--- config.mk ---
export PLATFORM = sky130hd
export DESIGN_NAME = acl2_spi_responder_flat
export DESIGN_NICKNAME = d
export VERILOG_FILES = /design/src/rtl/acl2_spi_responder_if.sv /design/src/rtl/acl2_spi_responder.sv /design/src/flat_wrapper.sv
export SDC_FILE = /design/constraint.sdc
export NUM_CORES = 1
export LEC_CHECK = 0
export BUFFER_PORTS_ARGS = -buffer_cell sky130_fd_sc_hd__buf_2
export CELL_PAD_IN_SITES_DETAIL_PLACEMENT = 0
export CELL_PAD_IN_SITES_GLOBAL_PLACEMENT = 1
export CORE_UTILIZATION = 50
export DETAILED_ROUTE_END_ITERATION = 12
export GPL_ROUTABILITY_DRIVEN = 0
export PLACE_DENSITY = 0.81
export SLEW_MARGIN = 20
export SYNTH_ARGS = -nofsm -noshare
export SYNTH_HDL_FRONTEND = slang
export SYNTH_SLANG_ARGS = --single-unit
export TNS_END_PERCENT = 1
--- constraint.sdc ---
create_clock -name clk -period 6.3 [get_ports clk]
set_clock_uncertainty 0.2 [all_clocks]
set_input_delay 0.315 -clock clk [delete_from_list [all_inputs] [get_ports clk]]
set_output_delay 0.315 -clock clk [all_outputs]
set_load 0.01 [all_outputs]
--- src/rtl/acl2_spi_responder_if.sv ---
// Signal bundle between an SPI host and the ADXL362-style responder.
// The master side drives the SPI pins and the sample feed. The slave side answers and reports writes.
interface acl2_spi_responder_if;
    logic        sclk;
    logic        ss;
    logic        mosi;
    logic        miso;
    logic        sample_valid;
    logic [15:0] x_sample;
    logic [15:0] y_sample;
    logic [15:0] z_sample;
    logic        int2;
    logic        wr_strobe;
    logic [7:0]  wr_addr;
    logic [7:0]  wr_data;
    logic [7:0]  power_ctl;

    modport master (
        output sclk, ss, mosi, sample_valid, x_sample, y_sample, z_sample,
        input  miso, int2, wr_strobe, wr_addr, wr_data, power_ctl
    );

    modport slave (
        input  sclk, ss, mosi, sample_valid, x_sample, y_sample, z_sample,
        output miso, int2, wr_strobe, wr_addr, wr_data, power_ctl
    );
endinterface

--- src/rtl/acl2_spi_responder.sv ---
// SPI mode-0 responder modelling the ADXL362 register protocol (WRITE_REG 0x0A / READ_REG 0x0B).
// It has a 64-byte register file, coherent X/Y/Z sample registers and a data-ready interrupt.
module acl2_spi_responder #(
    parameter int         SYNC_STAGES = 2,
    parameter logic [7:0] DEVID_VAL   = 8'hAD
) (
    input  logic                clk,
    input  logic                rst,
    acl2_spi_responder_if.slave bus
);

    typedef enum logic [2:0] {IDLE, CMD, ADDR, WDATA, RDATA, IGNORE} state_t;

    localparam logic [7:0] CMD_WRITE   = 8'h0A;
    localparam logic [7:0] CMD_READ    = 8'h0B;
    localparam logic [5:0] ADDR_STATUS = 6'h0B;
    localparam logic [5:0] ADDR_XL     = 6'h0E;
    localparam logic [5:0] ADDR_PWR    = 6'h2D;

    // Each stage holds {sclk, ss, mosi}. The idle value has ss high.
    logic [SYNC_STAGES-1:0][2:0] sync_reg;
    logic [SYNC_STAGES-1:0][2:0] sync_d;

    genvar gi;
    generate
        for (gi = 0; gi < SYNC_STAGES; gi++) begin : g_sync
            if (gi == 0) begin : g_in
                assign sync_d[gi] = {bus.sclk, bus.ss, bus.mosi};
            end else begin : g_chain
                assign sync_d[gi] = sync_reg[gi-1];
            end
        end
    endgenerate

    always_ff @(posedge clk) begin
        if (rst) sync_reg <= {SYNC_STAGES{3'b010}};
        else     sync_reg <= sync_d;
    end

    logic sclk_s, ss_s, mosi_s;
    assign {sclk_s, ss_s, mosi_s} = sync_reg[SYNC_STAGES-1];

    logic sclk_prev_reg, ss_prev_reg;
    logic sclk_rise, sclk_fall, ss_fall, ss_rise;
    assign sclk_rise = sclk_s & ~sclk_prev_reg;
    assign sclk_fall = ~sclk_s & sclk_prev_reg;
    assign ss_fall   = ~ss_s & ss_prev_reg;
    assign ss_rise   = ss_s & ~ss_prev_reg;

    logic [2:0]  bit_cnt_reg;
    logic [6:0]  rx_shift_reg;
    logic [7:0]  tx_shift_reg;
    logic [7:0]  rx_byte;
    logic        byte_done;
    assign rx_byte   = {rx_shift_reg, mosi_s};
    assign byte_done = sclk_rise & ~ss_s & (bit_cnt_reg == 3'd7);

    state_t      state_reg, state_next;
    logic        wr_mode_reg, wr_mode_next;
    logic [5:0]  ptr_reg, ptr_next;
    logic [5:0]  load_addr;
    logic        load_tx, do_write;

    logic [7:0]  regs_reg [64];
    logic        wr_strobe_reg, int2_reg, pending_reg, clr_reg;
    logic [7:0]  wr_addr_reg, wr_data_reg;
    logic [47:0] shadow_reg, shadow_next;
    logic        copy_en;

    function automatic logic is_ro(input logic [5:0] a);
        return (a == 6'h00) || (a == ADDR_STATUS) || (a >= 6'h0E && a <= 6'h13);
    endfunction

    // The falling edge right after a byte boundary must not shift. That edge leaves the freshly loaded MSB on miso.
    always_ff @(posedge clk) begin
        if (rst) begin
            sclk_prev_reg <= 1'b0;
            ss_prev_reg   <= 1'b1;
            bit_cnt_reg   <= 3'd0;
            rx_shift_reg  <= 7'd0;
            tx_shift_reg  <= 8'd0;
        end else begin
            sclk_prev_reg <= sclk_s;
            ss_prev_reg   <= ss_s;
            if (ss_s) begin
                bit_cnt_reg  <= 3'd0;
                tx_shift_reg <= 8'd0;
            end else begin
                if (sclk_rise) begin
                    bit_cnt_reg  <= bit_cnt_reg + 3'd1;
                    rx_shift_reg <= rx_byte[6:0];
                end
                if (load_tx)
                    tx_shift_reg <= regs_reg[load_addr];
                else if (sclk_fall && bit_cnt_reg != 3'd0)
                    tx_shift_reg <= {tx_shift_reg[6:0], 1'b0};
            end
        end
    end

    always_comb begin
        state_next   = state_reg;
        wr_mode_next = wr_mode_reg;
        ptr_next     = ptr_reg;
        load_addr    = ptr_reg;
        load_tx      = 1'b0;
        do_write     = 1'b0;
        if (ss_rise) begin
            state_next = IDLE;
        end else begin
            case (state_reg)
                IDLE:   if (ss_fall) state_next = CMD;
                CMD: if (byte_done) begin
                    if (rx_byte == CMD_WRITE) begin
                        state_next   = ADDR;
                        wr_mode_next = 1'b1;
                    end else if (rx_byte == CMD_READ) begin
                        state_next   = ADDR;
                        wr_mode_next = 1'b0;
                    end else begin
                        state_next   = IGNORE;
                    end
                end
                ADDR: if (byte_done) begin
                    if (wr_mode_reg) begin
                        state_next = WDATA;
                        ptr_next   = rx_byte[5:0];
                    end else begin
                        state_next = RDATA;
                        load_addr  = rx_byte[5:0];
                        load_tx    = 1'b1;
                        ptr_next   = rx_byte[5:0] + 6'd1;
                    end
                end
                WDATA: if (byte_done) begin
                    do_write = 1'b1;
                    ptr_next = ptr_reg + 6'd1;
                end
                RDATA: if (byte_done) begin
                    load_tx  = 1'b1;
                    ptr_next = ptr_reg + 6'd1;
                end
                default: ;
            endcase
        end
    end

    // Samples reach the visible registers only while ss is high, so a burst never mixes two samples.
    assign shadow_next = bus.sample_valid ? {bus.z_sample, bus.y_sample, bus.x_sample} : shadow_reg;
    assign copy_en     = ss_s & (pending_reg | bus.sample_valid);

    always_ff @(posedge clk) begin
        if (rst) begin
            for (int i = 0; i < 64; i++) regs_reg[i] <= 8'h00;
            regs_reg[0]   <= DEVID_VAL;
            state_reg     <= IDLE;
            wr_mode_reg   <= 1'b0;
            ptr_reg       <= 6'd0;
            wr_strobe_reg <= 1'b0;
            wr_addr_reg   <= 8'h00;
            wr_data_reg   <= 8'h00;
            shadow_reg    <= 48'd0;
            pending_reg   <= 1'b0;
            clr_reg       <= 1'b0;
            int2_reg      <= 1'b0;
        end else begin
            state_reg     <= state_next;
            wr_mode_reg   <= wr_mode_next;
            ptr_reg       <= ptr_next;
            wr_strobe_reg <= 1'b0;
            if (do_write && !is_ro(ptr_reg)) begin
                regs_reg[ptr_reg] <= rx_byte;
                wr_strobe_reg     <= 1'b1;
                wr_addr_reg       <= {2'b00, ptr_reg};
                wr_data_reg       <= rx_byte;
            end
            shadow_reg  <= shadow_next;
            pending_reg <= copy_en ? 1'b0 : (pending_reg | bus.sample_valid);
            if (ss_rise)
                clr_reg <= 1'b0;
            else if (load_tx && load_addr == ADDR_XL)
                clr_reg <= 1'b1;
            if (copy_en) begin
                for (int i = 0; i < 6; i++) regs_reg[ADDR_XL + 6'(i)] <= shadow_next[8*i +: 8];
                regs_reg[ADDR_STATUS][0] <= 1'b1;
            end else if (ss_rise && clr_reg) begin
                regs_reg[ADDR_STATUS][0] <= 1'b0;
            end
            int2_reg <= regs_reg[ADDR_STATUS][0] & (regs_reg[ADDR_PWR][1:0] == 2'b10);
        end
    end

    assign bus.miso      = ~ss_s & tx_shift_reg[7];
    assign bus.int2      = int2_reg;
    assign bus.wr_strobe = wr_strobe_reg;
    assign bus.wr_addr   = wr_addr_reg;
    assign bus.wr_data   = wr_data_reg;
    assign bus.power_ctl = regs_reg[ADDR_PWR];

endmodule

--- src/flat_wrapper.sv ---
// flat-port wrapper written by rule: the top's interface ports become plain ports
module acl2_spi_responder_flat 
#(
    parameter int         SYNC_STAGES = 2,
    parameter logic [7:0] DEVID_VAL   = 8'hAD
)
  (clk, rst, bus_sclk, bus_ss, bus_mosi, bus_sample_valid, bus_x_sample, bus_y_sample, bus_z_sample, bus_miso, bus_int2, bus_wr_strobe, bus_wr_addr, bus_wr_data, bus_power_ctl);
  acl2_spi_responder_if bus_i ();
  input  logic clk;
  input  logic rst;
  input wire logic [$bits(bus_i.sclk)-1:0] bus_sclk;
  input wire logic [$bits(bus_i.ss)-1:0] bus_ss;
  input wire logic [$bits(bus_i.mosi)-1:0] bus_mosi;
  input wire logic [$bits(bus_i.sample_valid)-1:0] bus_sample_valid;
  input wire logic [$bits(bus_i.x_sample)-1:0] bus_x_sample;
  input wire logic [$bits(bus_i.y_sample)-1:0] bus_y_sample;
  input wire logic [$bits(bus_i.z_sample)-1:0] bus_z_sample;
  output wire logic [$bits(bus_i.miso)-1:0] bus_miso;
  output wire logic [$bits(bus_i.int2)-1:0] bus_int2;
  output wire logic [$bits(bus_i.wr_strobe)-1:0] bus_wr_strobe;
  output wire logic [$bits(bus_i.wr_addr)-1:0] bus_wr_addr;
  output wire logic [$bits(bus_i.wr_data)-1:0] bus_wr_data;
  output wire logic [$bits(bus_i.power_ctl)-1:0] bus_power_ctl;
  assign bus_i.sclk = bus_sclk;
  assign bus_i.ss = bus_ss;
  assign bus_i.mosi = bus_mosi;
  assign bus_i.sample_valid = bus_sample_valid;
  assign bus_i.x_sample = bus_x_sample;
  assign bus_i.y_sample = bus_y_sample;
  assign bus_i.z_sample = bus_z_sample;
  assign bus_miso = bus_i.miso;
  assign bus_int2 = bus_i.int2;
  assign bus_wr_strobe = bus_i.wr_strobe;
  assign bus_wr_addr = bus_i.wr_addr;
  assign bus_wr_data = bus_i.wr_data;
  assign bus_power_ctl = bus_i.power_ctl;
  acl2_spi_responder #(.SYNC_STAGES(SYNC_STAGES), .DEVID_VAL(DEVID_VAL)) u_core (.clk(clk), .rst(rst), .bus(bus_i));
endmodule
==> results.cfg, run 1 <==
[synthesis]
synth.area.top_cells = sky130_fd_sc_hd__edfxtp_1 (55%), sky130_fd_sc_hd__nor2_1 (7.5%), sky130_fd_sc_hd__dfxtp_1 (7.3%)
netlist.area_leader.share_pct = 55.1
synthMostInstantiatedCell = sky130_fd_sc_hd__nor2_1
synth_adder_area_share_pct = 0.404
async_reset_ff_share_pct = 0
synth.lib_cells_used.distinct = 78
syn-instance-count = 2330
ys.warnings.count = 0
ys_top_cells_by_count = sky130_fd_sc_hd__nor2_1 (561), sky130_fd_sc_hd__edfxtp_1 (512), sky130_fd_sc_hd__nand2_1 (210)
synth-compound-area-share_pct = 7.35
synth-seq-cells = 614
synth.cell_area_mm2 = 0.0279
dominantRegCellSynth = sky130_fd_sc_hd__edfxtp_1
synthSimpleGateAreaFrac_pct = 15.2
number_of_enable_type_register_cells_in_the_synthesized_netlist = 512
synth.avg_cell_area_um2 = 12.0
synth_seq_area_share_pct = 62.4
synth_largest_area_cell = sky130_fd_sc_hd__edfxtp_1
synth_top_family_by_area = simple AND/OR/NAND/NOR gates
synth.area.mux_share_pct = 11.2
synth_xor_xnor_area_share_pct = 0.188

[clock_network]
worst_skew_pair_latency_ns = 0.65
cts_htree_levels = 2
cts.sink_count = 614
cts_max_path_buffers = 3
tritoncts = built
path_clk_slew_ns = 0.06
cts_made_buffers = 60
root_buffer = sky130_fd_sc_hd__clkbuf_16

[sta]
post-route-worst-setup-slack_ns = 1.14
hold_ws_ns = 0.193
final.period_utilization_pct = 81.9
rsz0062_at_grt = no
fin_crit_ns = 5.16
worst_slew_pin_slew_ns = 1.22
setup_viol = 0
max_freq_ghz = 0.194
final_hold_viol_count = 0
totalNegativeSetupSlack_ns = 0
drv_slew = 0
max_slew_margin_pct = 17.7

[die]
rows = 86
core_area_mm2 = 0.0551
boundaryPins = 81
die-width_um = 238
die_area_mm2 = 0.0568
die-height_um = 238
starting_density_of_the_core_pct = 50.6

[setup_path]
critical_path_arrival_ns = 5.44
worstRegToRegCells = 10
worst_setup_path_end_kind = flip-flop
worstSetupPathType = flip-flop to flip-flop
crit_path_max_fanout = 43
critPathRequiredTime_ns = 6.58
worst_setup_path_start_kind = flip-flop

[hold_path]
holdCritPathClass = input port to flip-flop
min_path_cells = 3

[global_route]
first_global_vias = 19100
grt_usage_pct = 29.7
grt_max_degree = 81
grt_first_pass_wirelength_mm = 124
initial_antenna_violation_count = 3
grt-ovfl-total = 0

[detailed_routing]
route.antenna.remaining_nets = 0
postRouteWirelength_mm = 83.9
via_per_inst = 6.14
detail_route.first_pass.iterations = 7
iter_0_drt_violations = 2915
vias = 19900
drc = 0
routed_wire_per_std_cell_um = 25.9

[cells_and_area]
postLayoutCoreUtil_pct = 57.8
fraction_of_final_layout_cells_with_drive_strength_greater_than_1_pct = 13.1
flow.area_growth_from_synthesis_pct = 14.2
num-nets-final = 2501
final_cell_count_no_fill = 3241
flip_flop_count_of_the_largest_register_all_copies_and_words_added = 512
finish.instance_area_mm2 = 0.0319

[place]
postPlaceCellArea_mm2 = 0.0288
place_ws_ns = 1.29
dp.cells = 3024
hpwlAfterDp_mm = 54.9
place.port_buffers = 78

[run]
drv.max_cap_violation_count = 0

[power_and_ir_drop]
design_power_total_mw = 8.65
cellPowerDensity_mw_per_mm2 = 271
power.leakage_nw = 11.3
vdd_ir_drop_max_mv = 0.246

[outcome]
run_status = finished, final reports clean
-- path summary, 6_finish.rpt --
path                                    endpoint  slack (ns)                                from
max          u_core.tx_shift_reg[5]$_SDFFE_PP0P_        1.14  u_core.bit_cnt_reg[1]$_SDFFE_PP0N_
min                  u_core.sync_d[4]$_SDFF_PP1_        0.19                              bus_ss
max reg2reg  u_core.tx_shift_reg[5]$_SDFFE_PP0P_        1.14  u_core.bit_cnt_reg[1]$_SDFFE_PP0N_
min reg2reg               u_core.ss_s$_SDFF_PP1_        0.22         u_core.sync_d[4]$_SDFF_PP1_
-- what timing repair did --
| item | CTS | global route |
|---|---|---|
| hold endpoints to repair | 98 | 0 |
| setup buffers | 0 | 0 |
| resized for setup | 0 | 0 |
| hold buffers | 100 | 0 |
-- power by group --
part,internal [mW],switching (mW)
clock network,2.11,1.59
logic,0.151,0.215
registers,4.53,0.0559
total,6.80,1.86
-- worst max-delay path: stages, from the launching register on --
cell,delay (ns)
sky130_fd_sc_hd__dfxtp_1,0.35
sky130_fd_sc_hd__ha_1,0.16
sky130_fd_sc_hd__ha_1,0.16
sky130_fd_sc_hd__nand4bb_1,0.35
sky130_fd_sc_hd__nor2_2,0.74
sky130_fd_sc_hd__a21o_4,0.57
sky130_fd_sc_hd__buf_4,0.66
sky130_fd_sc_hd__mux4_1,0.45
sky130_fd_sc_hd__a22o_1,0.25
sky130_fd_sc_hd__a211oi_1,0.92
sky130_fd_sc_hd__nor4_1,0.10
-- area by class of cell --
type | instances | area, um2
inverters | 18 | 67.6
clock buffers | 82 | 1670
well taps | 748 | 936
diodes | 3 | 7.51
flip-flops and latches | 614 | 17400
fillers | 4523 | 23200
clock inverters | 32 | 348
multi-input cells | 1527 | 9690
repair buffers | 217 | 1730
-- layout by cell type (no fill, tap or decap), types with 21 or more instances in the layout --
master,netlist,final
sky130_fd_sc_hd__nor2_1,561,559
sky130_fd_sc_hd__edfxtp_1,512,512
sky130_fd_sc_hd__nand2_1,210,203
sky130_fd_sc_hd__mux2i_1,157,156
sky130_fd_sc_hd__dfxtp_1,102,102
sky130_fd_sc_hd__dlygate4sd3_1,0,100
sky130_fd_sc_hd__buf_2,28,77
sky130_fd_sc_hd__nand2b_1,62,62
sky130_fd_sc_hd__clkbuf_16,0,60
sky130_fd_sc_hd__mux4_2,58,58
sky130_fd_sc_hd__a21oi_1,58,57
sky130_fd_sc_hd__o22ai_1,47,47
sky130_fd_sc_hd__buf_4,12,36
sky130_fd_sc_hd__nand3_1,32,32
sky130_fd_sc_hd__o21ai_0,33,32
sky130_fd_sc_hd__a21o_1,30,29
sky130_fd_sc_hd__and2_1,27,27
sky130_fd_sc_hd__o221ai_1,22,22
sky130_fd_sc_hd__o21bai_1,21,21
-- layer usage --
| layer | vias to the layer above | track usage, % | wire, um |
|---|---|---|---|
| li1 | 8632 | - | - |
| met1 | 9891 | 42.6 | 33800 |
| met2 | 1167 | 45.2 | 37600 |
| met3 | 211 | 5.48 | 8870 |
| met4 | 2 | 11.3 | 3590 |
| met5 | - | 0 | 11 |
-- cell families after synthesis --
| kind of cell | Yosys count |
|---|---|
| mux | 228 |
| compound gates | 299 |
| xor+xnor | 6 |
| other cells | 1 |
| fa+ha+maj | 9 |
| flops | 614 |
| buf+inv | 190 |
| simple gates | 983 |
(Power assumes the default switching activity.)
==> inputs of run 2 (changes only) <==
--- a/config.mk
+++ b/config.mk
@@ -5,13 +5,14 @@
 export SDC_FILE = /design/constraint.sdc
 export NUM_CORES = 1
 export LEC_CHECK = 0
+export ABC_AREA = 1
 export BUFFER_PORTS_ARGS = -buffer_cell sky130_fd_sc_hd__buf_2
 export CELL_PAD_IN_SITES_DETAIL_PLACEMENT = 0
 export CELL_PAD_IN_SITES_GLOBAL_PLACEMENT = 1
-export CORE_UTILIZATION = 50
+export CORE_UTILIZATION = 49
 export DETAILED_ROUTE_END_ITERATION = 12
 export GPL_ROUTABILITY_DRIVEN = 0
-export PLACE_DENSITY = 0.81
+export PLACE_DENSITY = 0.83
 export SLEW_MARGIN = 20
 export SYNTH_ARGS = -nofsm -noshare
 export SYNTH_HDL_FRONTEND = slang
==> constraint.sdc (replaced) <==
create_clock -name clk -period 4.76 [get_ports clk]
set_clock_uncertainty 0.2 [all_clocks]
set_input_delay 0.238 -clock clk [delete_from_list [all_inputs] [get_ports clk]]
set_output_delay 0.238 -clock clk [all_outputs]
set_load 0.01 [all_outputs]
==> run 2 against run 1 <==
Sequential cell count unchanged. Sequential share of layout area shrank 1.1 points. Final cell count grew 24%. Largest cell class unchanged. Via count up 15%. Synthesized area up 3.7%. Hold slack got worse by 0.066 ns.
==> results.cfg, run 2 <==
[hold_path]
holdCritPathClass = input port to flip-flop

[clock_network]
cts_max_path_buffers = 3
cts_htree_levels = 3
cts_made_buffers = 68
cts.sink_count = 614
path_clk_slew_ns = 0.06
cts_hold_buffers = 52
tritoncts = built
postCtsSetupRepairBufs = 0
root_buffer = sky130_fd_sc_hd__clkbuf_16
cts_resized = 0
worst_skew_pair_latency_ns = 0.62

[power_and_ir_drop]
p_comb_share_pct = 4.4
cellPowerDensity_mw_per_mm2 = 365
intPower_mw = 9.25
power_switching_share_pct = 22.2
seqPwrFrac_pct = 51.4
vdd_ir_drop_max_mv = 0.456
design_power_total_mw = 11.9
power.leakage_nw = 12.6
share_clk_of_total_power_pct = 44.2
power.net_switching_mw = 2.64

[global_route]
use_met3_pct = 5.05
grt_first_pass_wirelength_mm = 131
global_route.usage.met1_pct = 38.4
initial_antenna_violation_count = 1
grt_most_used_layer = met2
grt_usage_pct = 29.1
globalRouteMet2Util_pct = 47.8
grt-ovfl-total = 0
first_global_vias = 22000
grt_max_degree = 107

[sta]
setup_viol = 0
totalNegativeSetupSlack_ns = 0
max_freq_ghz = 0.247
worst_slew_pin_slew_ns = 1.05
drv_slew = 0
fin_crit_ns = 4.05
rsz0062_at_grt = no
final_hold_viol_count = 0
final.period_utilization_pct = 85.0
hold_ws_ns = 0.127
max_slew_margin_pct = 30.1

[synthesis]
synth.lib_cells_used.distinct = 47
synth.area.mux_share_pct = 1.66
netlist.area_leader.share_pct = 53.1
synth-compound-area-share_pct = 7.20
number_of_enable_type_register_cells_in_the_synthesized_netlist = 512
synth.area.top_cells = sky130_fd_sc_hd__edfxtp_1 (53%), sky130_fd_sc_hd__nand2_1 (9.2%), sky130_fd_sc_hd__nor2_1 (8.7%)
synth_largest_area_cell = sky130_fd_sc_hd__edfxtp_1
ys.warnings.count = 0
synth_xor_xnor_area_share_pct = 0.0908
synth_seq_area_share_pct = 60.2
synth-seq-cells = 614
synth.cell_area_mm2 = 0.0289
syn-instance-count = 3163
ys_top_cells_by_count = sky130_fd_sc_hd__nand2_1 (711), sky130_fd_sc_hd__nor2_1 (673), sky130_fd_sc_hd__edfxtp_1 (512)
synth_top_family_by_area = simple AND/OR/NAND/NOR gates
dominantRegCellSynth = sky130_fd_sc_hd__edfxtp_1
synth_adder_area_share_pct = 0.389
async_reset_ff_share_pct = 0
synthMostInstantiatedCell = sky130_fd_sc_hd__nand2_1
synthSimpleGateAreaFrac_pct = 23.5
synth.avg_cell_area_um2 = 9.15

[setup_path]
critPathRequiredTime_ns = 5.12
worst_setup_path_end_kind = flip-flop
worstSetupPathType = flip-flop to flip-flop
critical_path_arrival_ns = 4.41
worst_setup_path_start_kind = flip-flop
crit_path_max_fanout = 97

[place]
place.port_buffers = 78
dp.cells = 3847
hpwlAfterDp_mm = 55.8

[detailed_routing]
routed_wire_per_std_cell_um = 21.7
vias = 22900
postRouteWirelength_mm = 87.3
detail_route.first_pass.iterations = 5
drc = 0
via_per_inst = 5.69
iter_0_drt_violations = 2728
route.antenna.remaining_nets = 0

[run]
drv.max_cap_violation_count = 0

[die]
core_area_mm2 = 0.0580
die-width_um = 245
boundaryPins = 81
die-height_um = 245
die_area_mm2 = 0.0600
starting_density_of_the_core_pct = 49.9
rows = 88

[cells_and_area]
flip_flop_count_of_the_largest_register_all_copies_and_words_added = 512
flow.area_growth_from_synthesis_pct = 12.5
num-nets-final = 3267
most_frequent_standard_cell_in_the_layout_excluding_fill_and_tap_cells = sky130_fd_sc_hd__nand2_1
final_cell_count_no_fill = 4026
layout_common_cells = sky130_fd_sc_hd__nand2_1 (702), sky130_fd_sc_hd__nor2_1 (671), sky130_fd_sc_hd__edfxtp_1 (512), sky130_fd_sc_hd__nand3_1 (270), sky130_fd_sc_hd__inv_1 (247)
fraction_of_final_layout_cells_with_drive_strength_greater_than_1_pct = 8.19

[outcome]
run_status = finished, final reports clean
run 2: power groups by stage:
stage / clock [mW] / combinational [mW] / sequential (mW)
global placement: 0 / 0.466 / 6.22
global route: 5.49 / 0.565 / 6.14
detailed placement: 0 / 0.476 / 6.23
floorplan: 0 / 0.314 / 6.20
finish: 5.26 / 0.519 / 6.12
CTS: 5.28 / 0.511 / 6.12
run 2: logic make-up after synthesis:
family,count (synthesis)
buffers and inverters,468
XOR/XNOR,3
adder cells (fa/ha/maj),9
AND/OR/NAND/NOR,1689
AO/OA/AOI/OAI,331
flip-flops,614
multiplexers,48
other,1
run 2: stage by stage:
stage          instance area, um2  setup slack [ns]  util [%]
2_1_floorplan               28900              2.15         -
3_3_place_gp                29800             0.887      51.4
3_5_place_dp                29800             0.857      51.4
4_1_cts                     32500             0.846      56.1
5_1_grt                     32500             0.487      56.1
6_report                    32600             0.713      56.1
run 2: final timing paths:
check	endpoint	depth (start not counted)	start	slack, ns
hold / removal	u_core.sync_d[4]$_SDFF_PP1_	3	bus_ss	0.13
setup reg to reg	u_core.clr_reg$_SDFFE_PP0P_	10	u_core.ss_s$_SDFF_PP1_	0.71
setup / recovery	u_core.clr_reg$_SDFFE_PP0P_	10	u_core.ss_s$_SDFF_PP1_	0.71
hold reg to reg	u_core.sclk_s$_SDFF_PP0_	2	u_core.sync_d[5]$_SDFF_PP0_	0.20
run 2: final cells by class:
cell class	count	area [um2]
Antenna cell	2	5.00
Clock buffer	86	1800
Clock inverter	39	418
Fill cell	4982	25500
Inverter	262	988
Multi-Input combinational cell	2082	9590
Sequential cell	614	17400
Tap cell	765	957
Timing Repair Buffer	176	1380
run 2: metal layers:
layer  share of wire, %  routed length, um
met1                 40              34800
met2                 47              41200
met3                8.8               7680
met4                4.0               3530
met5                  0                  0
run 2: worst max-delay path: stages, from the launching register on:
cell,delay [ns]
sky130_fd_sc_hd__dfxtp_1,0.34
sky130_fd_sc_hd__inv_2,0.09
sky130_fd_sc_hd__nand3_2,0.23
sky130_fd_sc_hd__nor2_4,0.27
sky130_fd_sc_hd__nand3_1,0.43
sky130_fd_sc_hd__nand2_8,0.63
sky130_fd_sc_hd__buf_4,0.57
sky130_fd_sc_hd__nand3_1,0.17
sky130_fd_sc_hd__nor4_1,0.78
sky130_fd_sc_hd__nor2_1,0.08
sky130_fd_sc_hd__nor2_1,0.11
